### src/rtl/tff_load_sequencer.sv
// Loads a target word into a bank of T flip-flops through a single shared toggle driver,
// scanning LSB-first and toggling only the bits that differ from the target.
module tff_load_sequencer #(
    parameter int WIDTH = 8
) (
    input  logic                       clk,
    input  logic                       rst,
    input  logic                       load_valid,
    output logic                       load_ready,
    input  logic [WIDTH-1:0]           load_data,
    input  logic                       hold,
    output logic [WIDTH-1:0]           q,
    output logic                       busy,
    output logic                       done,
    output logic [$clog2(WIDTH+1)-1:0] toggle_count
);

    localparam int CW = $clog2(WIDTH + 1);
    localparam int IW = $clog2(WIDTH);

    typedef enum logic [1:0] {
        IDLE = 2'd0,
        SCAN = 2'd1,
        DONE = 2'd2
    } state_t;

    state_t          state_q, state_d;
    logic [WIDTH-1:0] target_q, target_d;
    logic [WIDTH-1:0] q_q, q_d;
    logic [WIDTH-1:0] tog_en;
    logic [IW-1:0]    idx_q, idx_d;
    logic [CW-1:0]    run_cnt_q, run_cnt_d;
    logic [CW-1:0]    toggle_count_q, toggle_count_d;
    logic             bit_diff;
    logic             last_bit;

    assign bit_diff = target_q[idx_q] ^ q_q[idx_q];
    assign last_bit = (idx_q == IW'(WIDTH - 1));

    always_comb begin
        state_d        = state_q;
        target_d       = target_q;
        idx_d          = idx_q;
        run_cnt_d      = run_cnt_q;
        toggle_count_d = toggle_count_q;
        tog_en         = '0;
        case (state_q)
            IDLE: begin
                if (load_valid) begin
                    target_d  = load_data;
                    idx_d     = '0;
                    run_cnt_d = '0;
                    state_d   = SCAN;
                end
            end
            SCAN: begin
                if (!hold) begin
                    if (bit_diff) begin
                        tog_en[idx_q] = 1'b1;
                        run_cnt_d     = run_cnt_q + CW'(1);
                    end
                    // The final count includes the toggle made on the last bit.
                    if (last_bit) begin
                        state_d        = DONE;
                        toggle_count_d = run_cnt_d;
                    end else begin
                        idx_d = idx_q + IW'(1);
                    end
                end
            end
            DONE:    state_d = IDLE;
            default: state_d = IDLE;
        endcase
    end

    // Each bank bit only ever inverts under its own enable; never loaded directly.
    for (genvar gi = 0; gi < WIDTH; gi++) begin : g_bank
        assign q_d[gi] = q_q[gi] ^ tog_en[gi];
    end

    always_ff @(posedge clk) begin
        if (rst) begin
            state_q        <= IDLE;
            target_q       <= '0;
            idx_q          <= '0;
            run_cnt_q      <= '0;
            toggle_count_q <= '0;
            q_q            <= '0;
        end else begin
            state_q        <= state_d;
            target_q       <= target_d;
            idx_q          <= idx_d;
            run_cnt_q      <= run_cnt_d;
            toggle_count_q <= toggle_count_d;
            q_q            <= q_d;
        end
    end

    assign load_ready   = (state_q == IDLE);
    assign busy         = (state_q == SCAN);
    assign done         = (state_q == DONE);
    assign q            = q_q;
    assign toggle_count = toggle_count_q;

endmodule

### config.mk
export PLATFORM = sky130hd
export DESIGN_NAME = tff_load_sequencer
export DESIGN_NICKNAME = d
export VERILOG_FILES = /design/src/rtl/tff_load_sequencer.sv
export SDC_FILE = /design/constraint.sdc
export NUM_CORES = 1
export LEC_CHECK = 0
export ABC_AREA = 1
export CORE_ASPECT_RATIO = 0.7
export CORE_UTILIZATION = 30
export CTS_CLUSTER_SIZE = 16
export DETAILED_ROUTE_END_ITERATION = 16
export GPL_ROUTABILITY_DRIVEN = 0
export SYNTH_ARGS = -nofsm -noshare
export SYNTH_HDL_FRONTEND = slang
export SYNTH_SLANG_ARGS = --single-unit
### constraint.sdc
create_clock -name clk -period 3.38 [get_ports clk]
set_input_delay 0.676 -clock clk [delete_from_list [all_inputs] [get_ports clk]]
set_output_delay 0.676 -clock clk [all_outputs]
set_load 0.03 [all_outputs]
== Word level (Yosys, flattened, before mapping) ==
Cells that the tools add are included.

* Bits in registers: 29

* Add/subtract/negate cells: 2
* Magnitude comparators: 2
* Equal/unequal tests: 7
* Mux-type cells: 21
* Bitwise logic cells: 10
* Reduce and logical (&&, ||, !) cells: 8

{| class="wikitable"
|+ Operators with widths
! cell !! number
|-
| two-way mux 8 bit || 3
|-
| two-way mux 4 bit || 3
|-
| two-way mux 3 bit || 3
|-
| AND reduction 3 bit || 3
|-
| bitwise XOR 1 bit || 9
|-
| case mux 4 bit (2 select lines) || 1
|-
| binary-select mux 1 bit (select 3 bit) || 2
|-
| two-way mux 2 bit || 3
|-
| inequality test 2 bit (second input constant) || 3
|-
| case mux 3 bit (2 select lines) || 1
|-
| adder 4 x 1 -> 4 bit (second input constant) || 1
|-
| < comparator 3 x 4 -> 1 bit (second input constant) || 1
|-
| case mux 2 bit (2 select lines) || 1
|-
| AND reduction 4 bit || 1
|-
| adder 3 x 1 -> 3 bit (second input constant) || 1
|-
| demux 1 bit (select 3 bit) || 1
|-
| equality test 3 bit (second input constant) || 1
|-
| >= comparator 3 x 1 -> 1 bit (second input constant) || 1
|-
| two-way mux 1 bit || 3
|-
| equality test 2 x 1 -> 1 bit (second input constant) || 1
|-
| equality test 2 bit (second input constant) || 1
|-
| zero test 2 bit || 1
|-
| inequality test 2 x 1 -> 1 bit (second input constant) || 1
|-
| AND reduction 2 bit || 1
|-
| other kinds (3) || 3
|}

== Depth between registers and ports, before layout ==
Gate-level depths: netlist (run 1).

* Depth in word-level cells: 8
* Mapped depth: 13
* Gate-level depth less buffers: 12

== Least setup slack after synthesis (run 1) ==
No wires, ideal clock.

* Path type: reg2reg
* Start: register state_q[1]
* End: register target_q[6]
* Setup time: 0.128 ns
* Data arrival time: 1.465 ns
* Path slack: 1.787 ns
* Cell stages (with the launch flop): 6
* Buffers on the path: 1
* Cells stage by stage: dfxtp_1 -> nor2_1 -> nand2_1 -> clkbuf_1 -> o21ai_0 -> a21oi_1

* Cells in the longest elaborated chain, start to end: 2

{| class="wikitable"
|+ RTL lines
! what !! line !! text
|-
| start, declared || 27 || <nowiki>state_t state_q, state_d;</nowiki>
|-
| start signal, assigned || 90 || <nowiki>state_q <= state_d;</nowiki>
|-
| zero test 2 bit || -- ||
|-
| via load_ready || 9 || <nowiki>output logic load_ready,</nowiki>
|-
| AND reduction 2 bit (no line) || -- ||
|-
| end signal, assigned || 91 || <nowiki>target_q <= target_d;</nowiki>
|-
| end, declared || 28 || <nowiki>logic [WIDTH-1:0] target_q, target_d;</nowiki>
|}

The timed path passes the listed nets, and every way through them passes these cells.
A chain may end at the register's enable or synchronous reset.

== Worst setup path after layout (run 1) ==
* Start: register state_q[0]
* End: output busy

* Cells in the longest elaborated chain, start to end: 1

{| class="wikitable"
|+ RTL lines
! what !! line !! text
|-
| equality test 2 x 1 -> 1 bit || 100 || <nowiki>assign busy = (state_q == SCAN);</nowiki>
|-
| end, declared || 13 || <nowiki>output logic busy,</nowiki>
|}

No other way between the ends.

==> reports/qor.tcl, run 1 <==
set qor(die_width_um) 89.0
set qor(timing.hold.worst_endpoint) {target_q[4]}
set qor(drt_iter0_markers) 65
set qor(clock-root-buffer) {sky130_fd_sc_hd__clkbuf_8}
set qor(r2r_slack_ns) 1.43
set qor(clk-insertion-delay-late_ns) 0.28
set qor(drv_slew) 0
set qor(holdPathStages) 2
set qor(timing.final.crit_period_ns) 2.18
set qor(timing.clock.skew_ns) 0.00334
set qor(floorplan.die_area_um2) 5600
set qor(antenna_cells) 0
set qor(sw_frac_of_total) 0.294
set qor(rr_startpoint) {idx_q[0]}
set qor(fin_cells) 330
set qor(first_global_vias) 1344
set qor(layout-drive-gt1-share) 0.149
set qor(crit_path_end_kind) {output pin}
set qor(hold_violations) 0
set qor(initial_antenna_violation_count) 0
set qor(path_clk_slew_ns) 0.06
set qor(power.share.combinational) 0.187
set qor(postRouteWirelength_um) 3570
set qor(placement.setup.worst_slack_ns) 1.10
set qor(layout.cells.most_common) {sky130_fd_sc_hd__nand2_1}
set qor(route.antenna.remaining_nets) 0
set qor(synth-seq-cells) 29
set qor(layout.cells.most_common_list) {54 x sky130_fd_sc_hd__nand2_1, 29 x sky130_fd_sc_hd__dfxtp_1, 28 x sky130_fd_sc_hd__inv_1}
set qor(rr_worst_depth) 11
set qor(startpoint_type) {flip-flop}
set qor(yosys-top-cells-area) {sky130_fd_sc_hd__dfxtp_1 37%, sky130_fd_sc_hd__nand2_1 13%, sky130_fd_sc_hd__inv_1 6.6%}
set qor(detailedRoute.firstPassIterationCount) 4
set qor(tritoncts_num_sinks) 29
set qor(boundaryPins) 27
set qor(power.leakage_nw) 0.803
set qor(area.growth.synth_to_final_pct) 25.7
set qor(rsz0062_at_grt) {false}
set qor(avgRoutedWirePerCell_um) 10.8
set qor(maxCapViolations) 0
set qor(grt_first_pass_wirelength_um) 6090
set qor(worst_pin_slew_ns) 0.500
set qor(run_status) {completed}
set qor(power_report.internal_total_uw) 568
set qor(port-buffer-count) 26
set qor(drc_errors) 0
set qor(finalSetupTns_ns) 0
set qor(slew_headroom) 0.666
set qor(holdBufCountCts) 0
set qor(clock_power_share) 0.361
set qor(worst_hold_startpoint) {target_q[4]}
set qor(syn-mean-instance-area_um2) 6.85
set qor(tcrit_tclk_final) 0.644
set qor(fp.dieH_um) 62.9
set qor(critical_path_peak_fanout) 4
set qor(syn-num-nets) 247
set qor(hpwlAfterDp_um) 2530
set qor(worstPathRequired_ns) 2.70
set qor(pin_count_of_the_biggest_net_entering_global_routing) 22
set qor(reg2reg_to) {q[2]}
set qor(seq_area_frac_synth) 0.365
set qor(synth_top_area_frac) 0.365
set qor(synth_cell_types) 23
set qor(final.setup.worst_slack_ns) 1.20
set qor(synth_top_cell_by_area) {sky130_fd_sc_hd__dfxtp_1}
set qor(numPlacedInstances) 323
set qor(fin_util) 0.405
set qor(num_rows) 21
set qor(cts_tree) {done}
set qor(worst_hold_slack_ns) 0.454
set qor(cts.repair_timing.setup_buffer_count) 0
set qor(part_of_the_power_in_registers) 0.452
set qor(endpoint_arrival_time_on_the_critical_path_ns) 1.50
set qor(start_util) 0.322
set qor(type_of_the_worst_setup_path) {flip-flop to output pin}
set qor(grt_overflow) 0
set qor(floorplan.core_area_um2) 4940
set qor(ys.warnings.count) 0
set qor(setup_violators_final) 0
set qor(gr-usage-all-layers) 0.141
set qor(cts_buffers) 5
set qor(finish.net_count) 276
set qor(post_cts_resize_count) 0
set qor(peakVddDrop_mv) 0.130
set qor(power_density_nw_per_um2) 403
set qor(synthCells) 232
set qor(htree_levels) 2
set qor(dr_total_vias) 1489
set qor(detail_route.vias_per_cell) 4.51
set qor(total_switching_power_uw) 236
set qor(synth_area_um2) 1590
set qor(hold_class) {flip-flop to flip-flop}
set qor(maximum_operating_frequency_ghz) 0.460
set qor(clockBufferDepth) 2
kinds of logic (layout without fill, tap and decap cells):
group                    count (synthesis)  after routing  share of synthesized area
AO/OA/AOI/OAI                           38             38                      0.122
buffers and inverters                   42             71                      0.107
flip-flops                              29             29                      0.365
adder cells (fa/ha/maj)                  3              3                     0.0236
AND/OR/NAND/NOR                        118            118                      0.371
XOR/XNOR                                 2              2                     0.0110
worst max-delay path, cell delays in order (launching register included):
cell and delay [ns]:
sky130_fd_sc_hd__dfxtp_1 0.35, sky130_fd_sc_hd__inv_1 0.07, sky130_fd_sc_hd__nor2_4 0.12, sky130_fd_sc_hd__clkdlybuf4s50_1 0.68
worst max path at each step:
stage / from / to / slack, ns / cells after the start
2_1_floorplan: state_q[1] / target_q[6] / 1.79 / 5
3_5_place_dp: hold / q[1] / 1.10 / 8
3_3_place_gp: hold / q[1] / 1.12 / 8
6_report: state_q[0] / busy / 1.20 / 3
4_1_cts: state_q[0] / busy / 1.19 / 3
5_1_grt: state_q[1] / done / 1.15 / 3
per-layer routing:
layer / global-route usage / share of wire / vias up
met5: 0 / 0 / -
met4: 0.0437 / 0.013 / 0
met3: 0.0449 / 0.060 / 7
met2: 0.194 / 0.37 / 34
met1: 0.205 / 0.56 / 656
li1: - / - / 792
power by group through the flow:
stage | clock [mW] | combinational (mW) | sequential [mW]
finish | 0.290 | 0.151 | 0.364
global placement | 0 | 0.151 | 0.371
global route | 0.318 | 0.170 | 0.365
floorplan | 0 | 0.119 | 0.369
CTS | 0.297 | 0.152 | 0.364
detailed placement | 0 | 0.151 | 0.372
cell usage after synthesis:
cell and n:
sky130_fd_sc_hd__buf_8 1, sky130_fd_sc_hd__nor2_2 3, sky130_fd_sc_hd__xor2_1 1, sky130_fd_sc_hd__nand3b_1 1, sky130_fd_sc_hd__inv_2 9, sky130_fd_sc_hd__nand2_4 4, sky130_fd_sc_hd__inv_1 28, sky130_fd_sc_hd__buf_2 1
sky130_fd_sc_hd__nor2_4 4, sky130_fd_sc_hd__a21oi_2 1, sky130_fd_sc_hd__nand3_1 10, sky130_fd_sc_hd__nand4_1 8, sky130_fd_sc_hd__a21oi_1 17, sky130_fd_sc_hd__clkbuf_1 3, sky130_fd_sc_hd__o21ai_1 9, sky130_fd_sc_hd__o21ai_0 11
sky130_fd_sc_hd__nand3_2 4, sky130_fd_sc_hd__nand2_1 54, sky130_fd_sc_hd__dfxtp_1 29, sky130_fd_sc_hd__xnor2_1 1, sky130_fd_sc_hd__nor2_1 23, sky130_fd_sc_hd__nand2_2 7, sky130_fd_sc_hd__ha_1 3
flip-flops by register name, indices dropped and copies added, names as in the netlist:
register and cells:
run_cnt_q 4, toggle_count 4, state_q 2, idx_q 3, target_q 8, q 8
layout make-up:
type	count	area [µm²]
inverter	37	139
tap	69	86.3
clock buffer	7	86.3
timing repair buffer	27	268
sequential	29	581
fill	540	2940
multi-input combinational	161	838
stage by stage:
step / cell area (µm²) / power, mW
after floorplan: 1590 / 0.488
after CTS: 2000 / 0.813
after global routing: 2000 / 0.853
final: 2000 / 0.805
after global placement: 1910 / 0.522
after detailed placement: 1910 / 0.523
No activity file was read; power rests on OpenSTA's default activity.
==> inputs of run 2 (changes only) <==
- clock period: 3.38 -> 1.81 ns (I/O delays scaled with it)
==> reports/qor.tcl, run 2 (synthesis results as in run 1) <==
set qor(run_status) {completed} ;# unchanged
set qor(path_clk_slew_ns) 0.06 ;# about the same
set qor(grt_overflow) 0 ;# unchanged
set qor(rsz0062_at_grt) {false} ;# unchanged
set qor(rr_worst_depth) 11 ;# unchanged
set qor(holdBufCountCts) 0 ;# unchanged
set qor(worst_hold_startpoint) {target_q[4]} ;# unchanged
set qor(detail_route.vias_per_cell) 4.51 ;# about the same
set qor(power.leakage_nw) 0.873 ;# was 0.803 nW
set qor(layout-drive-gt1-share) 0.198 ;# was 0.149
set qor(num_rows) 21 ;# unchanged
set qor(boundaryPins) 27 ;# unchanged
set qor(layout.cells.most_common) {sky130_fd_sc_hd__nand2_1} ;# unchanged
set qor(crit_family) {buffers and inverters} ;# unchanged
set qor(finalSetupTns_ns) 0 ;# unchanged
set qor(grt_first_pass_wirelength_um) 6440 ;# was 6090 µm
set qor(worst_pin_slew_ns) 0.315 ;# was 0.500 ns
set qor(holdPathStages) 2 ;# unchanged
set qor(antenna_cells) 0 ;# unchanged
set qor(dr_wl_met2_um) 1510 ;# was 1320 µm
set qor(startpoint_type) {flip-flop} ;# unchanged
set qor(route.antenna.remaining_nets) 0 ;# unchanged
set qor(critical_path_peak_fanout) 3 ;# was 4
set qor(die_width_um) 89.0 ;# unchanged
set qor(start_util) 0.322 ;# unchanged
set qor(wl_met1_um) 1980 ;# was 1990 µm
set qor(drc_errors) 0 ;# unchanged
set qor(power_density_nw_per_um2) 729 ;# was 403 nW/µm²
set qor(area.growth.synth_to_final_pct) 31.4 ;# was 25.7%
set qor(fin_cells) 342 ;# was 330
set qor(slew_headroom) 0.788 ;# was 0.666
set qor(r2r_slack_ns) 0.21 ;# was 1.43 ns
set qor(tcrit_tclk_final) 0.932
set qor(clk-insertion-delay-late_ns) 0.28 ;# about the same
set qor(reg2reg_to) {q[4]} ;# was q[2]
set qor(postRouteWirelength_um) 3710 ;# was 3570 µm
set qor(cts_buffers) 5 ;# unchanged
set qor(avgRoutedWirePerCell_um) 10.9 ;# was 10.8 µm
set qor(crit_path_end_kind) {output pin} ;# unchanged
set qor(htree_levels) 2 ;# unchanged
set qor(timing.critical_path.slowest_stage_cell) {sky130_fd_sc_hd__clkdlybuf4s50_1} ;# unchanged
set qor(gr-usage-all-layers) 0.149 ;# was 0.141
set qor(worstSetupStartpoint) {q[5]} ;# was state_q[0]
set qor(finalPower_mw) 1.52 ;# was 805 µW
set qor(dpl_cell_area_um2) 2000 ;# was 1910 µm²
set qor(layout.cells.most_common_list) {54 x sky130_fd_sc_hd__nand2_1, 28 x sky130_fd_sc_hd__inv_1, 26 x sky130_fd_sc_hd__dfxtp_1} ;# was 54 x sky130_fd_sc_hd__nand2_1, 29 x sky130_fd_sc_hd__dfxtp_1, 28 x sky130_fd_sc_hd__inv_1
set qor(first_global_vias) 1472 ;# was 1,344
set qor(maximum_operating_frequency_ghz) 0.593
set qor(hpwlAfterDp_um) 2770 ;# was 2530 µm
set qor(fin_util) 0.423 ;# was 0.405
set qor(detailedRoute.firstPassIterationCount) 4 ;# unchanged
set qor(drt_iter0_markers) 42 ;# was 65
set qor(floorplan.core_area_um2) 4940 ;# unchanged
set qor(fp.dieH_um) 62.9 ;# unchanged
set qor(endpoint_arrival_time_on_the_critical_path_ns) 1.33 ;# was 1.50 ns
set qor(hold_class) {flip-flop to flip-flop} ;# unchanged
set qor(type_of_the_worst_setup_path) {flip-flop to output pin} ;# unchanged
set qor(port-buffer-count) 26 ;# unchanged
set qor(peakVddDrop_mv) 0.221 ;# was 0.130 mV
set qor(floorplan.die_area_um2) 5600 ;# unchanged
set qor(dr_total_vias) 1543 ;# was 1,489
set qor(cp_num_buf_inv) 1 ;# was 2
set qor(numPlacedInstances) 335 ;# was 323
set qor(timing.final.crit_period_ns) 1.69
set qor(cts.repair_timing.setup_buffer_count) 0 ;# unchanged
set qor(clockBufferDepth) 2 ;# unchanged
set qor(design_area_final_um2) 2090 ;# was 2000 µm²
set qor(rr_startpoint) {idx_q[2]} ;# was idx_q[0]
set qor(maxCapViolations) 0 ;# unchanged
set qor(drv_slew) 0 ;# unchanged
set qor(worstPathRequired_ns) 1.45 ;# was 2.70 ns
set qor(timing.hold.worst_endpoint) {target_q[4]} ;# unchanged
set qor(finish.net_count) 288 ;# was 276
set qor(tritoncts_num_sinks) 29 ;# unchanged
set qor(routed-wl-met3_um) 183 ;# was 213 µm
set qor(setup_violators_final) 0 ;# unchanged
set qor(cts_tree) {done} ;# unchanged
set qor(hold_violations) 0 ;# unchanged
set qor(pin_count_of_the_biggest_net_entering_global_routing) 18 ;# was 22
set qor(critical_path.cell_chain) {clkdlybuf4s50_1} ;# was inv_1 > nor2_4 > clkdlybuf4s50_1
set qor(timing.critical_path.slowest_cell_delay_ns) 0.68 ;# about the same
set qor(initial_antenna_violation_count) 0 ;# unchanged
set qor(clock-root-buffer) {sky130_fd_sc_hd__clkbuf_8} ;# unchanged
set qor(timing.clock.skew_ns) 0.00580 ;# was 0.00334 ns
set qor(highest_layer) {met4} ;# unchanged
[run 2: routing by layer]
| layer | global-route usage | up-vias |
|---|---|---|
| met3 | 0.0423 | 6 |
| met5 | 0 | - |
| li1 | - | 818 |
| met2 | 0.220 | 31 |
| met1 | 0.207 | 688 |
| met4 | 0.0476 | 0 |
[run 2: area by class of cell]
type,count,area (µm²)
sequential,29,584
fill,535,2850
inverter,37,139
multi-input combinational,161,838
timing repair buffer,39,354
clock buffer,7,86.3
tap,69,86.3
[run 2: through the flow]
stage	hold WS (ns)	setup slack (ns)
global route	0.472	0.00429
global placement	0.444	0.149
detailed placement	0.446	0.0851
finish	0.454	0.123
floorplan	0.429	0.217
CTS	0.456	0.109
[run 2: worst max path at each step]
stage | to | cells past startpoint
after floorplan | target_q[6] | 5
after global placement | idx_q[2] | 6
after detailed placement | idx_q[1] | 6
after CTS | q[5] | 1
after global routing | q[5] | 12
final | q[5] | 1
[run 2: what timing repair did]
action,4_1_cts,5_1_grt
pin swaps,0,0
resized for setup,3,3
endpoints found under the setup margin,3,10
[run 2: where the power goes]
group / internal (mW) / switching, mW
clock: 0.301 / 0.235
combinational: 0.116 / 0.193
sequential: 0.663 / 0.0136
[run 2: tightest hold or removal path, cell delays in order, from the launching register on]
cell and delay [ns]:
sky130_fd_sc_hd__dfxtp_1 0.30, sky130_fd_sc_hd__inv_1 0.06, sky130_fd_sc_hd__a21oi_1 0.05
